File: config.mk
export PLATFORM = sky130hd
export DESIGN_NAME = multi_channel_trigger_flat
export DESIGN_NICKNAME = d
export VERILOG_FILES = /design/src/rtl/multi_channel_trigger_if.sv /design/src/rtl/multi_channel_trigger.sv /design/src/flat_wrapper.sv
export SDC_FILE = /design/constraint.sdc
export NUM_CORES = 1
export LEC_CHECK = 0
export BUFFER_PORTS_ARGS = -buffer_cell sky130_fd_sc_hd__buf_4
export CORE_MARGIN = 2
export CORE_UTILIZATION = 45
export CTS_CLUSTER_SIZE = 14
export DETAILED_ROUTE_END_ITERATION = 8
export PLACE_DENSITY = 0.75
export SYNTH_ARGS = -nofsm -noshare
export SYNTH_HDL_FRONTEND = slang
export SYNTH_SLANG_ARGS = --single-unit
File: constraint.sdc
create_clock -name Clock -period 2.6 [get_ports Clock]
set_input_delay 0.26 -clock Clock [delete_from_list [all_inputs] [get_ports Clock]]
set_output_delay 0.26 -clock Clock [all_outputs]
set_load 0.005 [all_outputs]
File: src/rtl/multi_channel_trigger_if.sv
// Trigger block bus: live configuration and trigger inputs in, trigger status out.
interface multi_channel_trigger_if #(
    parameter int N_CH   = 4,
    parameter int HOLD_W = 16,
    parameter int CNT_W  = 16
) ();
    logic [N_CH-1:0]   Trig_In;
    logic [2*N_CH-1:0] Edge_Sel;
    logic              Trig_EN;
    logic [1:0]        Mode;
    logic [HOLD_W-1:0] Holdoff;
    logic              Trig_Dout;
    logic              Trig_Pulse;
    logic [N_CH-1:0]   Trig_Src;
    logic [CNT_W-1:0]  Trig_Count;
    logic              Holdoff_Busy;

    modport master (
        output Trig_In, Edge_Sel, Trig_EN, Mode, Holdoff,
        input  Trig_Dout, Trig_Pulse, Trig_Src, Trig_Count, Holdoff_Busy
    );

    modport slave (
        input  Trig_In, Edge_Sel, Trig_EN, Mode, Holdoff,
        output Trig_Dout, Trig_Pulse, Trig_Src, Trig_Count, Holdoff_Busy
    );
endinterface

File: src/rtl/multi_channel_trigger.sv
// Multi-channel trigger: per-channel edge qualification, merged event,
// holdoff suppression, toggle/pulse/latched output, event count and source.
module multi_channel_trigger #(
    parameter int N_CH   = 4,
    parameter int HOLD_W = 16,
    parameter int CNT_W  = 16
) (
    input logic                   Clock,
    input logic                   Reset,
    multi_channel_trigger_if.slave bus
);

    typedef enum logic [1:0] {
        MODE_TOGGLE     = 2'b00,
        MODE_PULSE      = 2'b01,
        MODE_LATCH      = 2'b10,
        MODE_TOGGLE_ALT = 2'b11
    } mode_e;

    logic [N_CH-1:0]   r_temp;
    logic [N_CH-1:0]   r_hit;
    logic [HOLD_W-1:0] r_hold;
    logic              r_dout;
    logic              r_pulse;
    logic [N_CH-1:0]   r_src;
    logic [CNT_W-1:0]  r_count;

    logic [N_CH-1:0]   w_hit_next;
    logic              w_accept;
    mode_e             w_mode;

    assign w_mode   = mode_e'(bus.Mode);
    assign w_accept = bus.Trig_EN && (|r_hit) && (r_hold == '0);

    // Qualify each channel's transition against its rising/falling enables.
    always_comb begin
        w_hit_next = '0;
        for (int unsigned i = 0; i < N_CH; i++) begin
            w_hit_next[i] = (bus.Trig_In[i] & ~r_temp[i] & bus.Edge_Sel[2*i])
                          | (~bus.Trig_In[i] & r_temp[i] & bus.Edge_Sel[2*i+1]);
        end
    end

    // Stage 1: previous-input history and registered hit vector.
    always_ff @(posedge Clock) begin
        if (Reset || !bus.Trig_EN) begin
            r_temp <= '0;
            r_hit  <= '0;
        end else begin
            r_temp <= bus.Trig_In;
            r_hit  <= w_hit_next;
        end
    end

    // Holdoff counter: loaded on accept, counts down to zero otherwise.
    always_ff @(posedge Clock) begin
        if (Reset || !bus.Trig_EN) begin
            r_hold <= '0;
        end else if (w_accept) begin
            r_hold <= bus.Holdoff;
        end else if (r_hold != '0) begin
            r_hold <= r_hold - HOLD_W'(1);
        end
    end

    // Event statistics survive a disable; only reset clears them.
    always_ff @(posedge Clock) begin
        if (Reset) begin
            r_src   <= '0;
            r_count <= '0;
        end else if (w_accept) begin
            r_src   <= r_hit;
            r_count <= r_count + CNT_W'(1);
        end
    end

    // Output stage: strobe plus mode-dependent trigger level.
    always_ff @(posedge Clock) begin
        if (Reset || !bus.Trig_EN) begin
            r_pulse <= 1'b0;
            r_dout  <= 1'b0;
        end else begin
            r_pulse <= w_accept;
            case (w_mode)
                MODE_PULSE: r_dout <= w_accept;
                MODE_LATCH: begin
                    if (w_accept) begin
                        r_dout <= 1'b1;
                    end
                end
                default: begin
                    if (w_accept) begin
                        r_dout <= ~r_dout;
                    end
                end
            endcase
        end
    end

    assign bus.Trig_Dout    = r_dout;
    assign bus.Trig_Pulse   = r_pulse;
    assign bus.Trig_Src     = r_src;
    assign bus.Trig_Count   = r_count;
    assign bus.Holdoff_Busy = (r_hold != '0);

endmodule

File: src/flat_wrapper.sv
// flat-port wrapper written by rule: the top's interface ports become plain ports
module multi_channel_trigger_flat 
#(
    parameter int N_CH   = 4,
    parameter int HOLD_W = 16,
    parameter int CNT_W  = 16
)
  (Clock, Reset, bus_Trig_In, bus_Edge_Sel, bus_Trig_EN, bus_Mode, bus_Holdoff, bus_Trig_Dout, bus_Trig_Pulse, bus_Trig_Src, bus_Trig_Count, bus_Holdoff_Busy);
  multi_channel_trigger_if #(.N_CH(N_CH), .HOLD_W(HOLD_W), .CNT_W(CNT_W)) bus_i ();
  input logic Clock;
  input logic Reset;
  input wire logic [$bits(bus_i.Trig_In)-1:0] bus_Trig_In;
  input wire logic [$bits(bus_i.Edge_Sel)-1:0] bus_Edge_Sel;
  input wire logic [$bits(bus_i.Trig_EN)-1:0] bus_Trig_EN;
  input wire logic [$bits(bus_i.Mode)-1:0] bus_Mode;
  input wire logic [$bits(bus_i.Holdoff)-1:0] bus_Holdoff;
  output wire logic [$bits(bus_i.Trig_Dout)-1:0] bus_Trig_Dout;
  output wire logic [$bits(bus_i.Trig_Pulse)-1:0] bus_Trig_Pulse;
  output wire logic [$bits(bus_i.Trig_Src)-1:0] bus_Trig_Src;
  output wire logic [$bits(bus_i.Trig_Count)-1:0] bus_Trig_Count;
  output wire logic [$bits(bus_i.Holdoff_Busy)-1:0] bus_Holdoff_Busy;
  assign bus_i.Trig_In = bus_Trig_In;
  assign bus_i.Edge_Sel = bus_Edge_Sel;
  assign bus_i.Trig_EN = bus_Trig_EN;
  assign bus_i.Mode = bus_Mode;
  assign bus_i.Holdoff = bus_Holdoff;
  assign bus_Trig_Dout = bus_i.Trig_Dout;
  assign bus_Trig_Pulse = bus_i.Trig_Pulse;
  assign bus_Trig_Src = bus_i.Trig_Src;
  assign bus_Trig_Count = bus_i.Trig_Count;
  assign bus_Holdoff_Busy = bus_i.Holdoff_Busy;
  multi_channel_trigger #(.N_CH(N_CH), .HOLD_W(HOLD_W), .CNT_W(CNT_W)) u_core (.Clock(Clock), .Reset(Reset), .bus(bus_i));
endmodule
=== Yosys cells after proc, flatten, opt, wreduce, memory -nomap -nowiden ===
Cells that the tools add are included.

* Register bits: 46
* Bits in latches: 0
* RAM bits: 0
* Bits in read-only memories: 0
* Memories kept: 0

* Add/sub/neg operators: 2
* Multiply operators: 0
* Div/mod/pow operators: 0
* Order comparisons: 0
* Equal/unequal tests: 3
* Shift-type cells: 0
* Multiplexer cells: 5
* Bitwise operators: 29
* Reduce and logical (&&, ||, !) cells: 10

{| class="wikitable"
|+ Operators by type and width
! cell !! number
|-
| $mux 16 || 2
|-
| $add 16x1->16 const B || 1
|-
| $and 1x1->1 || 16
|-
| $logic_not 16->1 || 1
|-
| $reduce_bool 16->1 || 1
|-
| $sub 16x1->16 const B || 1
|-
| $not 1->1 || 9
|-
| $or 1x1->1 || 4
|-
| $reduce_bool 2->1 || 2
|-
| $reduce_or 4->1 || 1
|-
| $eq 2x1->1 const B || 1
|-
| $eq 2x2->1 const B || 1
|-
| $logic_and 1x1->1 || 2
|-
| $mux 1 || 2
|-
| $ne 2x1->1 const B || 1
|-
| $pmux 1 s2 || 1
|-
| $reduce_and 2->1 || 1
|-
| $logic_not 1->1 || 1
|-
| $logic_or 1x1->1 || 1
|}

=== Longest topological paths before layout ===
Gate-level depths: netlist (run 1).

* Word-level depth: 5
* Gate-level depth with buffers: 11
* Depth with buffers taken out: 8

=== Least setup slack after synthesis (run 1) ===
No wires, ideal clock.

* Kind: flip-flop to flip-flop
* From: reg u_core.r_hold[0]
* To: reg u_core.r_hold[3]
* Arrival time: 1.828 ns
* Required time: 2.472 ns
* Slack: 0.644 ns
* Cell stages (with the launch flop): 12
* Path buffers: 3
* Clock period less this slack: 1.956 ns
* Cells stage by stage: dfxtp_1 -> inv_1 -> ha_1 -> nor4b_1 -> and4_1 -> buf_4 -> inv_4 -> clkbuf_1 -> buf_2 -> nand3_1 -> o21ai_0 -> nor2_1

* Elaborated cells between the ends (all ways): 7
* Classes of those cells: 1 x add/sub; 2 x mux; 4 x reduce/logical

{| class="wikitable"
|+ RTL lines
! element !! line !! text
|-
| from (decl) || multi_channel_trigger.sv:22 || <nowiki>logic [HOLD_W-1:0] r_hold;</nowiki>
|-
| from (signal assigned) || multi_channel_trigger.sv:60 || <nowiki>r_hold <= bus.Holdoff;</nowiki>
|-
| from (signal assigned) || multi_channel_trigger.sv:62 || <nowiki>r_hold <= r_hold - HOLD_W'(1);</nowiki>
|-
| $reduce_bool 16->1 || n/a ||
|-
| named net bus_Holdoff_Busy || flat_wrapper.sv:21 || <nowiki>output wire logic [$bits(bus_i.Holdoff_Busy)-1:0] bus_Holdoff_Busy;</nowiki>
|-
| $reduce_bool 2->1 (no source line) || n/a ||
|}

The timed path passes the listed nets, and every way through them passes these cells. The select of a mux whose other input is x is not followed.
A chain may end at the register's enable or synchronous reset.

=== Final worst setup path (run 1) ===
* From: reg u_core.r_hold[0]
* To: reg u_core.r_count[15] (netlist: u_core.bus.Trig_Count[15])

* Longest elaborated chain between the ends: 2

{| class="wikitable"
|+ Ends and longest elaborated chain
! element !! line !! text
|-
| $logic_not 16->1 || multi_channel_trigger.sv:33 || <nowiki>assign w_accept = bus.Trig_EN && (|r_hit) && (r_hold == '0);</nowiki>
|-
| $logic_and 1x1->1 || multi_channel_trigger.sv:33 ||
|-
| to (signal assigned) || multi_channel_trigger.sv:73 || <nowiki>r_count <= r_count + CNT_W'(1);</nowiki>
|-
| to (decl) || multi_channel_trigger.sv:26 || <nowiki>logic [CNT_W-1:0] r_count;</nowiki>
|}

No other way between the ends.

==> reports/qor.txt, run 1 <==
Via-to-Cell Ratio - 5.41
DRC - 0
CP Data Arrival Time - 2570 ps
Avg WL per Cell - 13.6 um
Layout Nets - 352
Cell row count - 25
Core Region - 4720 um2
CTS Sinks - 46
CTS buffer count - 5
Initial core utilization - 46.6%
RSZ-0062 raised after global routing - no
Dpl cell area - 2700 um2
Final clock skew - 7.57 ps
Hold path cells - 2
Routed WL - 5.20 mm
Pin count of the biggest net entering global routing - 29
Setup bufs post-CTS - 0
Reg-to-reg endpoint - u_core.bus.Trig_Count[15]
Slew Limit Fails - 0
Antenna violations before repair - 0
Total grt overflow - 0
Seq/Total Area, Yosys - 41.8%
Pwr dens - 1060 nW/um2
Min-delay src - bus_Trig_In[2]
P&R area growth vs syn - 27.4%
R2R Setup Slk - 230 ps
Setup crit end kind - flip-flop
Share of cells above drive strength 1 - 23.8%
Syn avg cell area - 8.57 um2
IO Port Bufs - 55
Ys async rst share - 0%
Number of global-route vias before repair - 1844
Post-layout util - 59.4%
DRT Pass-1 Iters - 4
Die Wd - 74.0 um
CTS Hold Bufs - 0
Total track usage - 20.0%
Final Hold Fails - 0
Top_reg_cell synth - dfxtp_1
Max_cap viols - 0
CP required - 2800 ps
Syn nets - 295
Die area - 5470 um2
R2R cell count - 8
Worst-Skew Late Latency - 300 ps
Yosys reg bits - 46
Htree depth - 2
FF+latch area - 921 um2
Initial DRC count - 107
I/O pin cnt - 56
Clk buf depth - 2
Die height - 74.0 um
Yosys cell types - 44
Critical path class - flip-flop to flip-flop
Measured slew at the worst slew-check pin - 773 ps
Global-route wire length before repair - 8.55 mm
Worst vdd ir - 0.627 mV
CP Max Fanout - 28
Largest area contributor in the netlist - dfxtp_1
FILL cells - 454
Root Driver - clkbuf_8
ANT nets after route - 0
Startpoint types - flip-flop
Syn. warnings - 0
Worst rel slew slack - 48.5%
Finished Cell Area - 2810 um2
Final period utilization - 91.3%
Hold WC Path Type - primary input to flip-flop
CTS tree - done
Synthesized instance count - 257
Top post-synthesis cells by area - dfxtp_1, a21oi_1, xnor2_1
Mapped Area - 2200 um2
Post-synth EDFFs - 0
Area of the multi-input gates - 1200 um2
CTS resizes - 0
Detailed Place HPWL - 3.81 mm
Critical R2R Launch - u_core.r_hold[0]
Top cell type's share of synthesized area - 41.8%
Final setup fails - 0
Hold EP - u_core.r_temp[2]
Sum Neg Setup Slack - 0 ps
Fin crit period - 2370 ps
Status - completed
Clock Pin Slew Worst Setup and Hold Paths - 90 ps
Max frequency - 0.421 GHz
ANT cells - 0
Total number of vias - 2068
LEAKAGE - 1.09 nW
GP Congestion - 0.806
-- area by class of cell --
cell class,count,share of cell area (%)
Clock buffer,6,2.58
Clock inverter,2,1.34
Inverter,9,1.29
Multi-Input combinational cell,191,42.7
Sequential cell,46,32.8
Tap cell,67,2.99
Timing Repair Buffer,61,16.3
-- flip-flops by register name, summed over array words and instances, names as in the netlist --
name                   flops
u_core.bus.Trig_Dout       1
u_core.bus.Trig_Pulse      1
u_core.r_temp              4
u_core.r_hit               4
u_core.bus.Trig_Count     16
u_core.r_hold             16
u_core.bus.Trig_Src        4
-- cells in the mapped netlist (all sizes together), types with 4 or more instances --
cell and n:
a21oi 22, and4 4, or3 4, ha 5, and2 8, a211oi 11, nor3 5, xor2 5
nand4 4, nor2 26, o21ai 8, inv 9, nand2 23, nand3b 8, nand3 10, buf 4
nor4 11, dfxtp 46, xnor2 12, clkbuf 7
-- metal layers --
layer	up-vias	wire [um]	GRT usage, %	share of wire, %
met5	-	0	0	0
met1	963	2400	27.3	46
met2	60	2480	31.4	48
met4	0	51	7.07	0.98
li1	1041	-	-	-
met3	4	269	4.47	5.2
-- worst max-delay path, stage by stage, from the launching register on --
cell     delay [ps]
dfxtp_1         330
inv_1           120
ha_1            160
nor4b_1         200
and4_1          490
inv_4           220
nor4_4          350
nand3_1         120
mux2_2          280
-- worst max-delay path by stage --
stage,start,to,slack (ps),cells past startpoint
2_1_floorplan,u_core.r_hold[0],u_core.r_hold[3],640,11
3_3_place_gp,u_core.r_hold[0],u_core.bus.Trig_Count[8],300,8
3_5_place_dp,u_core.r_hold[0],u_core.bus.Trig_Count[8],240,8
4_1_cts,u_core.r_hold[0],u_core.bus.Trig_Count[8],230,8
5_1_grt,u_core.r_hold[0],u_core.bus.Trig_Count[8],90,8
6_report,u_core.r_hold[0],u_core.bus.Trig_Count[15],230,8
-- cells by family after synthesis --
| group | synth area share [%] |
|---|---|
| buf+inv | 3.81 |
| fa+ha+maj | 2.84 |
| simple gates | 28.6 |
| compound gates | 15.7 |
| xor+xnor | 6.76 |
| mux | 0.511 |
| flops | 41.8 |
-- through the flow --
| step | setup slack, ps | power (mW) | cells | hold WS, ps |
|---|---|---|---|---|
| floorplan | 644 | 2.08 | 257 | 329 |
| global placement | 304 | 2.39 | 374 | 451 |
| detailed placement | 245 | 2.41 | 374 | 459 |
| CTS | 234 | 2.96 | 382 | 166 |
| global route | 85.3 | 3.23 | 382 | 166 |
| finish | 226 | 2.96 | 382 | 178 |
-- cell usage in the layout, fill, tap and decap left out, types with 9 or more instances in the layout --
cell type  instances
a211oi_1          11
nor4_1             9
nand2_1           23
dfxtp_1           46
nand3_1           10
a21oi_1           22
nor2_1            26
buf_4             61
xnor2_1           12
-- report_power, final --
group | leakage [nW] | internal (mW) | total, mW | switching [mW]
Clock | 0.0514 | 0.287 | 0.532 | 0.245
Sequential | 0.374 | 0.817 | 0.942 | 0.124
Combinational | 0.665 | 0.634 | 1.49 | 0.857
Total | 1.09 | 1.74 | 2.96 | 1.23
Power figures use the tool's default switching activity.
==> inputs of run 2 (changes only) <==
CORE_MARGIN = 4   (was 2)
CORE_UTILIZATION = 47   (was 45)
PLACE_DENSITY = 0.78   (was 0.75)
==> run 2 against run 1 <==
Clock skew fell by 2.8 ps; total power decreased by 0.82%; sequential power is essentially flat; critical path type unchanged; critical endpoint is now u_core.bus.Trig_Count[8].
==> reports/qor.txt, run 2 (synthesis gave the netlist of run 1 again) <==
Status - completed
Number of global-route vias before repair - 1889 (+2.4%)
Global-route wire length before repair - 8.80 mm (+3.0%)
Die height - 76.5 um (+3.4%)
Min-delay src - bus_Trig_In[0]
CTS tree - done
Routed WL - 5.19 mm (-0.25%)
Reg-to-reg endpoint - u_core.bus.Trig_Count[8]
Pwr dens - 1060 nW/um2 (+0.39%)
Total grt overflow - 0 (unchanged)
Clk buf depth - 2 (unchanged)
GP Congestion - 0.852 (+5.8%)
Startpoint types - flip-flop
Avg WL per Cell - 14.2 um (+4.4%)
Setup crit end kind - flip-flop
Clock Pin Slew Worst Setup and Hold Paths - 80 ps (about the same)
Post-placement cell count - 357 (-4.5%)
DRC - 0 (unchanged)
Setup bufs post-CTS - 0 (unchanged)
Worst hold margin - 175 ps (-2.28 ps)
Hold WC Path Type - primary input to flip-flop
Share of cells above drive strength 1 - 23.3% (-0.49 points)
Fin crit period - 2240 ps (-135 ps)
Final Instance Count excl. Fillers - 365 (-4.5%)
Hold EP - u_core.r_temp[0]
Die area - 5850 um2 (+6.9%)
Final period utilization - 86.1% (-5.2 points)
ANT nets after route - 0 (unchanged)
CP cell instances - inv_1 > ha_1 > nor4b_1 > and4_1 > inv_4 > or4_1 > xor2_1 > nor2_1
CTS Sinks - 46 (unchanged)
Root Driver - clkbuf_8
Total track usage - 18.1% (-1.9 points)
Largest delay share family, worst path - simple AND/OR/NAND/NOR gates
Detailed Place HPWL - 3.78 mm (-0.82%)
Met1 Usage GRT - 22.5% (-4.8 points)
Critical R2R Launch - u_core.r_hold[0]
Core Region - 4440 um2 (-5.9%)
Antenna violations before repair - 0 (unchanged)
CP required - 2780 ps (-20 ps)
Worst path slowest cell - or4_1
Hold path cells - 2 (unchanged)
Most frequent cells in the layout - buf_4, dfxtp_1, nor2_1, nand2_1, a21oi_1
GRT busiest layer - met2
Final clock skew - 4.74 ps (-2.83 ps)
CP Depth - 8 (unchanged)
CP Data Arrival Time - 2420 ps (-150 ps)
Initial core utilization - 49.6% (+2.9 points)
FILL cells - 407 (-10%)
Total number of vias - 2026 (-2.0%)
Combined buffer and inverter count along the critical path - 2 (unchanged)
CTS resizes - 0 (unchanged)
Slew Limit Fails - 0 (unchanged)
P&R area growth vs syn - 25.9%
Via-to-Cell Ratio - 5.55 (+2.5%)
M3 GR Usage - 5.91% (+1.4 points)
Area of the multi-input gates - 1200 um2 (unchanged)
RSZ-0062 raised after global routing - no
Max_cap viols - 0 (unchanged)
R2R cell count - 8 (unchanged)
Worst path max stage delay - 550 ps (+60 ps)
Cell row count - 24 (-4.0%)
IO Port Bufs - 55 (unchanged)
Measured slew at the worst slew-check pin - 806 ps (+32.7 ps)
Worst vdd ir - 0.580 mV (-7.5%)
Max frequency - 0.446 GHz (+6.0%)
Final Hold Fails - 0 (unchanged)
LEAKAGE - 1.08 nW (-0.99%)
Layout Nets - 350 (-0.57%)
Worst rel slew slack - 46.3% (-2.2 points)
CTS buffer count - 5 (unchanged)
Commonest non-fill, non-tap cell in the layout - buf_4
ANT cells - 0 (unchanged)
Grt met2 use - 30.3% (-1.1 points)
Initial DRC count - 169 (+58%)
Final setup fails - 0 (unchanged)
Die Wd - 76.5 um (+3.4%)
DRT Pass-1 Iters - 4 (unchanged)
Worst-Skew Late Latency - 300 ps (about the same)
Sum Neg Setup Slack - 0 ps (unchanged)
FF+latch area - 921 um2 (unchanged)
I/O pin cnt - 56 (unchanged)
CP Max Fanout - 28 (unchanged)
R2R Setup Slk - 360 ps (+130 ps)
Critical path class - flip-flop to flip-flop
CTS Hold Bufs - 0 (unchanged)
Pin count of the biggest net entering global routing - 29 (unchanged)
Htree depth - 2 (unchanged)
-- run 2: report_power, final --
| group | internal, mW | switching (mW) | total, mW |
|---|---|---|---|
| clock network | 0.287 | 0.238 | 0.525 |
| logic | 0.631 | 0.842 | 1.47 |
| registers | 0.817 | 0.125 | 0.942 |
-- run 2: per-stage QoR --
step / setup WS [ps] / power, mW / cell area [um2] / utilization [%]
2_1_floorplan: 644 / 2.08 / 2200 / -
3_3_place_gp: 499 / 2.38 / 2660 / 59.9
3_5_place_dp: 420 / 2.41 / 2660 / 59.9
4_1_cts: 369 / 2.94 / 2770 / 62.4
5_1_grt: 215 / 3.17 / 2770 / 62.4
6_report: 360 / 2.94 / 2770 / 62.4
-- run 2: worst max-delay path by stage --
stage                           startpoint                  endpoint  slack (ps)
final                     u_core.r_hold[0]  u_core.bus.Trig_Count[8]         360
after global routing      u_core.r_hold[0]  u_core.bus.Trig_Count[8]         210
after CTS                 u_core.r_hold[0]  u_core.bus.Trig_Count[8]         370
after detailed placement  u_core.r_hold[0]  u_core.bus.Trig_Count[8]         420
after global placement    u_core.r_hold[0]  u_core.bus.Trig_Count[8]         500
after floorplan           u_core.r_hold[0]          u_core.r_hold[3]         640
-- run 2: area by class of cell --
class	count	area share [%]
clock buffer	6	2.62
clock inverter	2	1.35
inverter	9	1.31
multi-input combinational	191	43.2
sequential	46	33.2
tap	52	2.35
timing repair buffer	59	16.0
-- run 2: worst register-to-register path, stage by stage (launching register included) --
cell	delay, ps
dfxtp_1	330
inv_1	120
ha_1	150
nor4b_1	200
and4_1	370
inv_4	180
or4_1	550
xor2_1	170
nor2_1	60
-- run 2: metal layers --
layer	vias to the layer above	part of all wire [%]
met4	0	0.96
met1	934	44
met3	5	7.4
met5	-	0
li1	1036	-
met2	51	47
